--- src/rtl/alu_pkg.sv ---
// alu_pkg: flag bit positions and widths shared by the ALU and its result FIFO
package alu_pkg;
  localparam int FLAG_W = 4;
  localparam int FLAG_ERR = 0;
  localparam int FLAG_NEG = 1;
  localparam int FLAG_POS = 2;
  localparam int FLAG_OVERFLOW = 3;
endpackage

--- src/rtl/alu_sat_cnt.sv ---
// alu_sat_cnt: increment-only counter that holds at its maximum value
module alu_sat_cnt #(
  parameter int CNT_W = 8
) (
  input  logic             i_clk,
  input  logic             i_rst,
  input  logic             i_inc,
  output logic [CNT_W-1:0] o_cnt
);
  logic [CNT_W-1:0] cnt_q, cnt_d;
  always_comb cnt_d = (i_inc && cnt_q != '1) ? cnt_q + 1'b1 : cnt_q;
  always_ff @(posedge i_clk or posedge i_rst)
    if (i_rst) cnt_q <= '0;
    else cnt_q <= cnt_d;
  assign o_cnt = cnt_q;
endmodule

--- src/rtl/alu_result_fifo.sv ---
// alu_result_fifo: first-word-fall-through FIFO for ALU results with drop pulse and error/overflow statistics
module alu_result_fifo
  import alu_pkg::*;
#(
  parameter int WIDTH = 4,
  parameter int DEPTH = 4,
  parameter int CNT_W = 8
) (
  input  logic                     i_clk,
  input  logic                     i_rst,
  input  logic                     i_valid,
  input  logic [WIDTH-1:0]         i_result,
  input  logic [FLAG_W-1:0]        i_flag,
  output logic                     o_ready,
  input  logic                     i_rd,
  output logic                     o_valid,
  output logic [WIDTH-1:0]         o_result,
  output logic [FLAG_W-1:0]        o_flag,
  output logic [$clog2(DEPTH):0]   o_count,
  output logic                     o_drop,
  output logic [CNT_W-1:0]         o_err_cnt,
  output logic [CNT_W-1:0]         o_ovf_cnt
);
  localparam int AW = $clog2(DEPTH);
  localparam int CW = AW + 1;
  localparam int EW = WIDTH + FLAG_W;
  logic [EW-1:0] mem_q [DEPTH];
  logic [AW-1:0] wr_ptr_q, wr_ptr_d, rd_ptr_q, rd_ptr_d;
  logic [CW-1:0] count_q, count_d;
  logic          drop_q, drop_d, push, pop;
  logic [EW-1:0] head;
  assign o_ready = count_q < CW'(DEPTH);
  assign o_valid = count_q != '0;
  assign push = i_valid && o_ready;
  assign pop = i_rd && o_valid;
  always_comb begin
    wr_ptr_d = push ? wr_ptr_q + 1'b1 : wr_ptr_q;
    rd_ptr_d = pop ? rd_ptr_q + 1'b1 : rd_ptr_q;
    count_d = count_q + CW'(push) - CW'(pop);
    drop_d = i_valid && !o_ready;
  end
  always_ff @(posedge i_clk or posedge i_rst)
    if (i_rst) begin
      wr_ptr_q <= '0;
      rd_ptr_q <= '0;
      count_q <= '0;
      drop_q <= 1'b0;
    end else begin
      wr_ptr_q <= wr_ptr_d;
      rd_ptr_q <= rd_ptr_d;
      count_q <= count_d;
      drop_q <= drop_d;
    end
  // storage is not reset; the i_rst gate keeps a reset edge from writing
  always_ff @(posedge i_clk)
    if (push && !i_rst) mem_q[wr_ptr_q] <= {i_result, i_flag};
  assign head = o_valid ? mem_q[rd_ptr_q] : '0;
  assign o_result = head[EW-1:FLAG_W];
  assign o_flag = head[FLAG_W-1:0];
  assign o_count = count_q;
  assign o_drop = drop_q;
  alu_sat_cnt #(.CNT_W(CNT_W)) u_err_cnt (
    .i_clk(i_clk), .i_rst(i_rst), .i_inc(push && i_flag[FLAG_ERR]), .o_cnt(o_err_cnt)
  );
  alu_sat_cnt #(.CNT_W(CNT_W)) u_ovf_cnt (
    .i_clk(i_clk), .i_rst(i_rst), .i_inc(push && i_flag[FLAG_OVERFLOW]), .o_cnt(o_ovf_cnt)
  );
endmodule

--- config.mk ---
export PLATFORM = sky130hd
export DESIGN_NAME = alu_result_fifo
export DESIGN_NICKNAME = d
export VERILOG_FILES = /design/src/rtl/alu_pkg.sv /design/src/rtl/alu_sat_cnt.sv /design/src/rtl/alu_result_fifo.sv
export SDC_FILE = /design/constraint.sdc
export NUM_CORES = 1
export LEC_CHECK = 0
export ABC_AREA = 1
export BUFFER_PORTS_ARGS = -buffer_cell sky130_fd_sc_hd__buf_2
export CAP_MARGIN = 40
export CELL_PAD_IN_SITES_DETAIL_PLACEMENT = 0
export CELL_PAD_IN_SITES_GLOBAL_PLACEMENT = 2
export CORE_MARGIN = 2
export CORE_UTILIZATION = 25
export CTS_CLUSTER_DIAMETER = 60
export CTS_CLUSTER_SIZE = 20
export DETAILED_ROUTE_END_ITERATION = 8
export GPL_ROUTABILITY_DRIVEN = 0
export PLACE_DENSITY = 0.7
export SLEW_MARGIN = 0
export SYNTH_ARGS = -nofsm -noshare
export SYNTH_HDL_FRONTEND = slang
export SYNTH_SLANG_ARGS = --single-unit
--- constraint.sdc ---
create_clock -name i_clk -period 4 [get_ports i_clk]
set_input_delay 0.4 -clock i_clk [delete_from_list [all_inputs] [get_ports i_clk]]
set_output_delay 0.4 -clock i_clk [all_outputs]
set_load 0.05 [all_outputs]
==> impl_metrics.toml <==
[sta]
fin_worst_skew_ns = 0.00582
rsz0062_at_grt = "no"
worst_slack_ns = 1.66
hold_viol = 0
max_freq_mhz = 427
tightest_slew_ns = 0.868
min_period_over_period_pct = 58.5
fin_tns_setup_ns = 0
drv_slew = 0
setup_viol = 0
period_minus_slack_ns = 2.34
slew_headroom_pct = 42.0

[yosys]
ys_async_sr_fraction_pct = 42.9
syn_area_um2 = 2630
synth_mux_area_share_pct = 0
synth_top_family_by_area = "simple AND/OR/NAND/NOR gates"
yosys_warnings = 0
synth-simple-area-share_pct = 21.7
synth_xor_area_share_pct = 2.33
syn_nets = 298
synth_area_per_cell_um2 = 9.51
synth_compound_area_share_pct = 6.27
netlist.area_leader.share_pct = 36.5
ys_types = 24
synthFlopType = "edfxtp_1"
synth_edf_count = 32
postSynthCellCount = 277
synthTopCellsByCount = "nand2_1 (63), nor2_1 (52), edfxtp_1 (32)"
yosysTopAreaCell = "edfxtp_1"
yosysMostFrequentCell = "nand2_1"
seq_area_frac_synth_pct = 59.3
synthAdderAreaFrac_pct = 4.56
yosys-top-cells-area = "edfxtp_1 (36%), dfrtp_1 (23%), nand2_1 (9.0%)"
ys_ff_latch = 56

[setup_path]
cp_max_fo = 18
path_class = "flop to output port"
rr_worst_depth = 10
startpoint = "rd_ptr_q[0]"
crit_path_end_kind = "output port"
regToRegSetupSlack_ns = 1.89
regToRegEndpoint = "o_count[2]"
critPathArrivalTime_ns = 1.94
required_ns = 3.60
timing.rr.start = "o_count[2]"
start_kind = "flop"

[routing]
ant_nets = 0
drt-total-wl_mm = 5.57
drt_pre_antenna_iters = 4
vias_per_cell = 4.05
post_drt_wl_per_cell_um = 12.1
num_vias = 1860
drtIter0Drc = 59
remaining_drc_errors = 0

[cts]
cts.clk_slew.worst_paths_ns = 0.10
cts_resized = 0
clock-sinks = 56
cts_setup_buffers = 0
cts_buffers = 5
clock_path_buffers = 2
cts_tree = "built"
clk_latency_ns = 0.30
h-tree-depth = 2
cts-root-buf = "clkbuf_8"
cts_hold_buffers = 0

[floorplan]
coreArea_um2 = 10300
start_util_pct = 25.6
top_level_ports = 42
dieArea_um2 = 11400
die_height_um = 107
row_count = 37
die_x_um = 107

[global_route]
antenna_found_initial = 0
grt_pass1_wl_mm = 9.02
grt_pass1_vias = 1802
grt_max_degree = 26
overflow = 0
gr-usage-all-layers_pct = 10.2

[finish]
syn_to_final_growth_pct = 16.8
layout-drive-gt1-share_pct = 22.0
nets = 343
num-fill-cells = 1120
insertedDiodeCount = 0

[placement]
dp_hpwl_mm = 3.92
io_buffers = 41
post-place-ws_ns = 1.85

[min_path]
hold_class = "input pin to asynchronous set/reset pin"

[power]
peakVddDrop_uv = 332
powerDensity_nw_per_um2 = 730
leakage_uw = 0.00135

[flow_run]
max_cap_violations = 0

[outcome]
status = "finished, final reports clean"
[layer usage]
layer,wire [um],share of wire (%),global-route usage (%)
met1,2600,47,13.6
met2,2700,48,16.8
met3,210,3.8,2.19
met4,53,0.95,3.06
met5,0,0,0
[worst max-delay path, stage by stage, from the launching register on]
cell and delay [ns]:
dfrtp_1 0.77, inv_2 0.29, o21ai_0 0.25, a21oi_1 0.10, buf_2 0.23
[metrics by stage]
step                instance area (um2)  power [uW]  hold WS (ns)  util, %  std cells
CTS                                3080        2290         0.127     29.9        459
floorplan                          2630        1710         0.423        -        277
global placement                   2990        1960         0.481     29.0        451
global route                       3080        2410         0.158     29.9        459
detailed placement                 2990        1960         0.478     29.0        451
finish                             3080        2240         0.124     29.9        459
[area by class of cell]
class,count,area (um2),share of cell area (%)
clock inverter,3,21.3,0.692
timing repair buffer,42,213,6.92
sequential,56,1560,50.8
tap,136,170,5.53
inverter,32,123,3.99
multi-input combinational,185,918,29.9
clock buffer,5,68.8,2.24
[state kept, by name (all words and copies together) (netlist names)]
signal	count
o_count	3
mem_q	32
u_err_cnt.o_cnt	8
u_ovf_cnt.o_cnt	8
rd_ptr_q	2
wr_ptr_q	2
o_drop	1
[cell usage in the layout, fill, tap and decap left out, types with 5 or more instances in the layout]
master / netlist / final
nand2_1: 63 / 63
nor2_1: 52 / 52
buf_2: 1 / 41
edfxtp_1: 32 / 32
dfrtp_1: 24 / 24
inv_1: 23 / 23
o21ai_0: 18 / 18
a21oi_1: 10 / 10
nand3_1: 8 / 8
inv_2: 8 / 8
ha_1: 8 / 8
o21ai_1: 5 / 5
clkbuf_8: 0 / 5
[where the power goes]
group          internal [uW]  switching, uW
Clock                    125            186
Combinational            274            812
Sequential               714            133
[worst max path at each step]
| stage | slack [ns] | endpoint | depth (start not counted) |
|---|---|---|---|
| after floorplan | 1.50 | o_count[2] | 10 |
| after global placement | 1.90 | mem_q[2][4] | 5 |
| after detailed placement | 1.85 | mem_q[3][7] | 5 |
| after CTS | 1.62 | o_flag[3] | 4 |
| after global routing | 1.48 | o_flag[3] | 4 |
| final | 1.66 | o_flag[1] | 4 |
[kinds of logic after synthesis]
family | count (synthesis)
adder cells (fa/ha/maj) | 9
buffers and inverters | 36
flip-flops | 56
XOR/XNOR | 7
AND/OR/NAND/NOR | 136
AO/OA/AOI/OAI | 33
Power figures use the tool's default switching activity.
